===== config.mk =====
export PLATFORM = sky130hd
export DESIGN_NAME = multicycle_controller_flat
export DESIGN_NICKNAME = d
export VERILOG_FILES = /design/src/rtl/r4_ctrl_pkg.sv /design/src/rtl/multicycle_controller_if.sv /design/src/rtl/multicycle_controller.sv /design/src/flat_wrapper.sv
export SDC_FILE = /design/constraint.sdc
export NUM_CORES = 1
export LEC_CHECK = 0
export ABC_AREA = 1
export CORE_ASPECT_RATIO = 2
export CORE_MARGIN = 1.5
export CORE_UTILIZATION = 38
export CTS_CLUSTER_DIAMETER = 80
export CTS_CLUSTER_SIZE = 40
export DETAILED_ROUTE_END_ITERATION = 6
export GPL_TIMING_DRIVEN = 0
export HOLD_SLACK_MARGIN = 0.05
export PLACE_DENSITY_LB_ADDON = 0.05
export SLEW_MARGIN = 20
export SYNTH_ARGS = -nofsm -noshare
export SYNTH_HDL_FRONTEND = slang
export SYNTH_SLANG_ARGS = --single-unit

===== constraint.sdc =====
create_clock -name clk -period 1.82 [get_ports clk]
set_clock_uncertainty 0.2 [all_clocks]
set_input_delay 0.364 -clock clk [delete_from_list [all_inputs] [get_ports clk]]
set_output_delay 0.364 -clock clk [all_outputs]
set_load 0.005 [all_outputs]

===== src/rtl/r4_ctrl_pkg.sv =====
// Shared types and encodings for the R4 multi-cycle control path.
package r4_ctrl_pkg;

    typedef enum logic [3:0] {
        FETCH,
        DECODE,
        MEMADR,
        MEMREAD,
        MEMWB,
        MEMWRITE,
        EXEC_R,
        EXEC_I,
        ALUWB,
        BRANCH,
        TRAP
    } state_t;

    localparam logic [6:0] OP_LOAD   = 7'b0000011;
    localparam logic [6:0] OP_STORE  = 7'b0100011;
    localparam logic [6:0] OP_IMM    = 7'b0010011;
    localparam logic [6:0] OP_REG    = 7'b0110011;
    localparam logic [6:0] OP_BRANCH = 7'b1100011;

    localparam logic [1:0] PRE_ADD    = 2'b00;
    localparam logic [1:0] PRE_SUB    = 2'b01;
    localparam logic [1:0] PRE_FUNCT  = 2'b10;
    localparam logic [1:0] PRE_FUNCT3 = 2'b11;

endpackage


===== src/rtl/multicycle_controller_if.sv =====
// Shared instruction/data memory request port.
interface multicycle_controller_if;

    logic memReq;
    logic memWrite;
    logic addrSrc;
    logic memReady;

    modport master (
        output memReq,
        output memWrite,
        output addrSrc,
        input  memReady
    );

    modport slave (
        input  memReq,
        input  memWrite,
        input  addrSrc,
        output memReady
    );

endinterface


===== src/rtl/multicycle_controller.sv =====
// R4 multi-cycle control FSM: sequences fetch/decode/execute/memory/writeback
// over one shared memory port and counts retired instructions.
module multicycle_controller
    import r4_ctrl_pkg::*;
#(
    parameter int COUNT_W = 32
) (
    input  logic               clk,
    input  logic               reset,
    input  logic [6:0]         opCode,
    input  logic [2:0]         funct3,
    input  logic               zero,
    multicycle_controller_if.master mem,
    output logic               irWrite,
    output logic               pcWrite,
    output logic               pcSrc,
    output logic               aluSrc,
    output logic [1:0]         preAluOp,
    output logic               aluOutWrite,
    output logic               regWrite,
    output logic               memToReg,
    output logic               halt,
    output logic [COUNT_W-1:0] instret
);

    state_t state, next;
    logic retire;
    logic [COUNT_W-1:0] count;

    always_ff @(posedge clk) begin
        if (reset) begin
            state <= FETCH;
            count <= '0;
        end else begin
            state <= next;
            if (retire) count <= count + COUNT_W'(1);
        end
    end

    // Outputs are forced low for the whole reset cycle, including the count.
    assign instret = reset ? '0 : count;

    always_comb begin
        next         = state;
        retire       = 1'b0;
        mem.memReq   = 1'b0;
        mem.memWrite = 1'b0;
        mem.addrSrc  = 1'b0;
        irWrite      = 1'b0;
        pcWrite      = 1'b0;
        pcSrc        = 1'b0;
        aluSrc       = 1'b0;
        preAluOp     = PRE_ADD;
        aluOutWrite  = 1'b0;
        regWrite     = 1'b0;
        memToReg     = 1'b0;
        halt         = 1'b0;
        if (!reset) begin
            unique case (state)
                FETCH: begin
                    mem.memReq = 1'b1;
                    if (mem.memReady) begin
                        irWrite = 1'b1;
                        pcWrite = 1'b1;
                        next    = DECODE;
                    end
                end
                DECODE: begin
                    case (opCode)
                        OP_LOAD, OP_STORE: next = MEMADR;
                        OP_REG:            next = EXEC_R;
                        OP_IMM:            next = EXEC_I;
                        OP_BRANCH:
                            next = (funct3[2:1] == 2'b00) ? BRANCH : TRAP;
                        default:           next = TRAP;
                    endcase
                end
                MEMADR: begin
                    aluOutWrite = 1'b1;
                    next = (opCode == OP_STORE) ? MEMWRITE : MEMREAD;
                end
                MEMREAD: begin
                    mem.memReq  = 1'b1;
                    mem.addrSrc = 1'b1;
                    if (mem.memReady) next = MEMWB;
                end
                MEMWB: begin
                    regWrite = 1'b1;
                    memToReg = 1'b1;
                    retire   = 1'b1;
                    next     = FETCH;
                end
                MEMWRITE: begin
                    mem.memReq   = 1'b1;
                    mem.memWrite = 1'b1;
                    mem.addrSrc  = 1'b1;
                    if (mem.memReady) begin
                        retire = 1'b1;
                        next   = FETCH;
                    end
                end
                EXEC_R: begin
                    aluSrc      = 1'b1;
                    preAluOp    = PRE_FUNCT;
                    aluOutWrite = 1'b1;
                    next        = ALUWB;
                end
                EXEC_I: begin
                    preAluOp    = PRE_FUNCT3;
                    aluOutWrite = 1'b1;
                    next        = ALUWB;
                end
                ALUWB: begin
                    regWrite = 1'b1;
                    retire   = 1'b1;
                    next     = FETCH;
                end
                BRANCH: begin
                    aluSrc   = 1'b1;
                    preAluOp = PRE_SUB;
                    // beq taken on zero, bne taken on non-zero
                    pcWrite  = zero ^ funct3[0];
                    pcSrc    = zero ^ funct3[0];
                    retire   = 1'b1;
                    next     = FETCH;
                end
                TRAP: begin
                    halt = 1'b1;
                end
                default: next = TRAP;
            endcase
        end
    end

endmodule

===== src/flat_wrapper.sv =====
// flat-port wrapper written by rule: the top's interface ports become plain ports
module multicycle_controller_flat import r4_ctrl_pkg::*;
#(
    parameter int COUNT_W = 32
)
  (clk, reset, opCode, funct3, zero, irWrite, pcWrite, pcSrc, aluSrc, preAluOp, aluOutWrite, regWrite, memToReg, halt, instret, mem_memReq, mem_memWrite, mem_addrSrc, mem_memReady);
  multicycle_controller_if mem_i ();
  input  logic clk;
  input  logic reset;
  input  logic [6:0] opCode;
  input  logic [2:0] funct3;
  input  logic zero;
  output logic irWrite;
  output logic pcWrite;
  output logic pcSrc;
  output logic aluSrc;
  output logic [1:0] preAluOp;
  output logic aluOutWrite;
  output logic regWrite;
  output logic memToReg;
  output logic halt;
  output logic [COUNT_W-1:0] instret;
  output wire logic [$bits(mem_i.memReq)-1:0] mem_memReq;
  output wire logic [$bits(mem_i.memWrite)-1:0] mem_memWrite;
  output wire logic [$bits(mem_i.addrSrc)-1:0] mem_addrSrc;
  input wire logic [$bits(mem_i.memReady)-1:0] mem_memReady;
  assign mem_memReq = mem_i.memReq;
  assign mem_memWrite = mem_i.memWrite;
  assign mem_addrSrc = mem_i.addrSrc;
  assign mem_i.memReady = mem_memReady;
  multicycle_controller #(.COUNT_W(COUNT_W)) u_core (.clk(clk), .reset(reset), .opCode(opCode), .funct3(funct3), .zero(zero), .mem(mem_i), .irWrite(irWrite), .pcWrite(pcWrite), .pcSrc(pcSrc), .aluSrc(aluSrc), .preAluOp(preAluOp), .aluOutWrite(aluOutWrite), .regWrite(regWrite), .memToReg(memToReg), .halt(halt), .instret(instret));
endmodule

==> run_results.csv <==
group,metric,value,unit
placement,port-buffer-count,58,
logic_synthesis,synth_top_area_share,0.271,
logic_synthesis,synth_area_leaders,"dfxtp_1 27%, nand2_1 22%, nor2_1 17%",
logic_synthesis,postSynthCellCount,488,
placement,dp_hpwl,6.37,mm
setup_path,rr_endpoint,"u_core.count[22]",
logic_synthesis,synth_cell_types,24,
clock_network,cts_tree,"built",
min_path,min_to,"u_core.count[0]",
finish,antennaDiodeCount,0,
global_route,met3_usage,0.0250,
global_route,grt_use_met1,0.299,
routing,wl_per_cell,13.2,um
logic_synthesis,synth-edff-count,0,
setup_path,critPathKind,"reg -> out",
logic_synthesis,netlist_area,2660,sq um
global_route,grt_overflow_total,0,
min_path,hold_class,"reg -> reg",
global_route,antenna_found_initial,0,
setup_path,ff2ff_setup_slack,-0.07,ns
run_status,violations,"negative setup slack",
run_status,status,"finished, violations left",
flow_run,drv_cap,0,
floorplan,core,6830,sq um
routing,drt_wl_total,8.92,mm
sta,whs,0.261,ns
setup_path,cp_cell_sequence,"nor2_4 > buf_6 > buf_4 > nand2_1 > a31oi_1 > buf_2",
min_path,whs_path_depth,1,
setup_path,rr_worst_depth,12,
setup_path,critPathMaxStageDelay,0.37,ns
finish,fin_nets,599,
setup_path,rr_startpoint,"u_core.state[3]",
min_path,min_from,"u_core.count[0]",
global_route,track_usage,0.235,
setup_path,cp.arrival,1.37,ns
sta,drv_slew,0,
pwr,powerDensity,740,nW/um^2
logic_synthesis,synth_top_area_cell,"dfxtp_1",
sta,setup_viol,24,
clock_network,cts-root-buf,"clkbuf_16",
setup_path,cp_max_fo,3,
floorplan,io_pins,59,
clock_network,cts_max_path_buffers,2,
floorplan,dieArea,7550,sq um
clock_network,numCtsBuffers,5,
floorplan,dieHeight,121,um
logic_synthesis,syn_avg_cell_area,5.46,sq um
finish,drive_gt1_frac,0.236,
global_route,grt_max_degree,12,
routing,vias_per_cell,4.80,
sta,setup_ws,-0.114,ns
pwr,ir_worst_vdd,0.000420,V
logic_synthesis,yosysSeqAreaShare,0.271,
setup_path,cp-end-kind,"output pin",
global_route,grt_pass1_vias,2941,
sta,min_period_over_period,1.06,
clock_network,path_clk_slew,0.06,ns
floorplan,start_util,0.390,
logic_synthesis,ys_seq_elements,36,
clock_network,htree_levels,2,
placement,routabilityCongestion,0.866,
setup_path,crit_required,1.26,ns
clock_network,clock_latency,0.28,ns
routing,route.detailed.drc,0,
sta,finalCriticalPeriod,1.93,ns
routing,dr.pass1.iters,4,
routing,drtIter0Drc,227,
floorplan,die_w,62.2,um
sta,hold_viol,0,
clock_network,cts.sinks,36,
logic_synthesis,ys_warn_count,0,
sta,max-slew-margin-rel,0.618,
routing,ant_nets,0,
setup_path,slowest_stage,"dfxtp_4",
logic_synthesis,netlist_top_cells_count,"155 x nand2_1, 120 x nor2_1, 61 x inv_1, 36 x dfxtp_1, 29 x a21oi_1",
placement,placed_area,3360,sq um
logic_synthesis,async_flop_share,0,
setup_path,start_kind,"flip-flop",
sta,fmax,517,MHz
sta,worst-slew-pin-transition,0.573,ns
finish,final_area,4020,sq um
logic_synthesis,yosysMostFrequentCell,"nand2_1",
clock_network,holdBufCountCts,0,
global_route,use_met2,0.396,
floorplan,rows,43,
finish,area_growth,51.1,%
logic_synthesis,syn_nets,503,
sta,finalSetupTns,-0.875,ns
sta,rsz0062_at_grt,"yes",
global_route,busiest_layer,"met2",
routing,dr_total_vias,3242,
logic_synthesis,synth-main-ff-cell,"dfxtp_1",
pwr,p_leak,1.74,nW
global_route,grt_pass1_wl,14.1,mm
[layout by cell type, fill, tap and decap left out, types with 2 or more instances in the layout]
cell type and instances:
clkbuf_16 7, nand2_1 147, inv_1 55, o21ai_1 2, nand2_2 6, nand4_1 9
inv_2 2, nand3_1 22, buf_2 12, clkinv_2 2, xor2_1 9, nor2_1 98
nand3_2 5, dfxtp_2 7, buf_4 23, clkdlybuf4s50_1 9, nor2_4 16, buf_6 13
o21ai_0 7, clkbuf_8 4, dlygate4sd2_1 35, a21oi_2 9, nor2_2 12, dfxtp_4 4
a21oi_1 20, nor3_1 6, dfxtp_1 25, nand2_4 6, inv_4 5
[cell families (layout without fill, tap and decap cells)]
group | after synthesis | after routing | share of synthesized area
XOR/XNOR | 9 | 9 | 0.0296
adder cells (fa/ha/maj) | 1 | 1 | 0.00470
AO/OA/AOI/OAI | 41 | 41 | 0.0794
AND/OR/NAND/NOR | 327 | 327 | 0.502
buffers and inverters | 74 | 171 | 0.114
flip-flops | 36 | 36 | 0.271
[repair_timing]
item,in CTS,in global routing
gates resized for setup,179,40
buffers inserted,25,4
cloned,1,1
pin swaps,15,8
setup endpoints to repair,70,44
[sequential cells by signal, summed over array words and instances (netlist names)]
register,flops
u_core.count,32
u_core.state,4
[area by class of cell]
cell class | count | area (sq um)
Buffer | 11 | 148
Clock buffer | 6 | 139
Clock inverter | 2 | 10.0
Fill cell | 720 | 2810
Inverter | 63 | 256
Multi-Input combinational cell | 378 | 1870
Sequential cell | 36 | 744
Tap cell | 90 | 113
Timing Repair Buffer | 89 | 743
[worst max-delay path: cells and delay by family, from the launching register on]
kind / cells / cell delay, ns
AO/OA/AOI/OAI: 1 / 0.13
buffers and inverters: 3 / 0.35
flip-flops: 1 / 0.37
AND/OR/NAND/NOR: 2 / 0.23
[stage by stage]
stage               utilization  total power [mW]  setup slack [ns]  cells
floorplan                     -              1.34             0.221    488
global placement          0.491              1.61             -1.29    636
detailed placement        0.491              1.60             -1.28    636
CTS                       0.568              2.84           -0.0994    670
global route              0.589              3.11            -0.179    675
finish                    0.589              2.98            -0.114    675
[worst max path at each step]
stage / startpoint / to / slack [ns]
6_report: u_core.state[3] / mem_memReq / -0.11
5_1_grt: u_core.state[3] / u_core.count[22] / -0.18
4_1_cts: u_core.state[3] / mem_memReq / -0.1
3_5_place_dp: reset / halt / -1.28
3_3_place_gp: reset / halt / -1.29
2_1_floorplan: u_core.count[0] / u_core.count[22] / 0.22
[power by group]
group	switching (mW)	leakage, nW	internal (mW)
registers	0.0803	0.297	0.846
clock network	0.343	0.0766	0.540
logic	0.644	1.37	0.522
[routing by layer]
metal | vias up | wire [um]
li1 | 1696 | -
met1 | 1461 | 3930
met2 | 71 | 4450
met3 | 14 | 321
met4 | 0 | 209
met5 | - | 0
(Power assumes the default switching activity.)
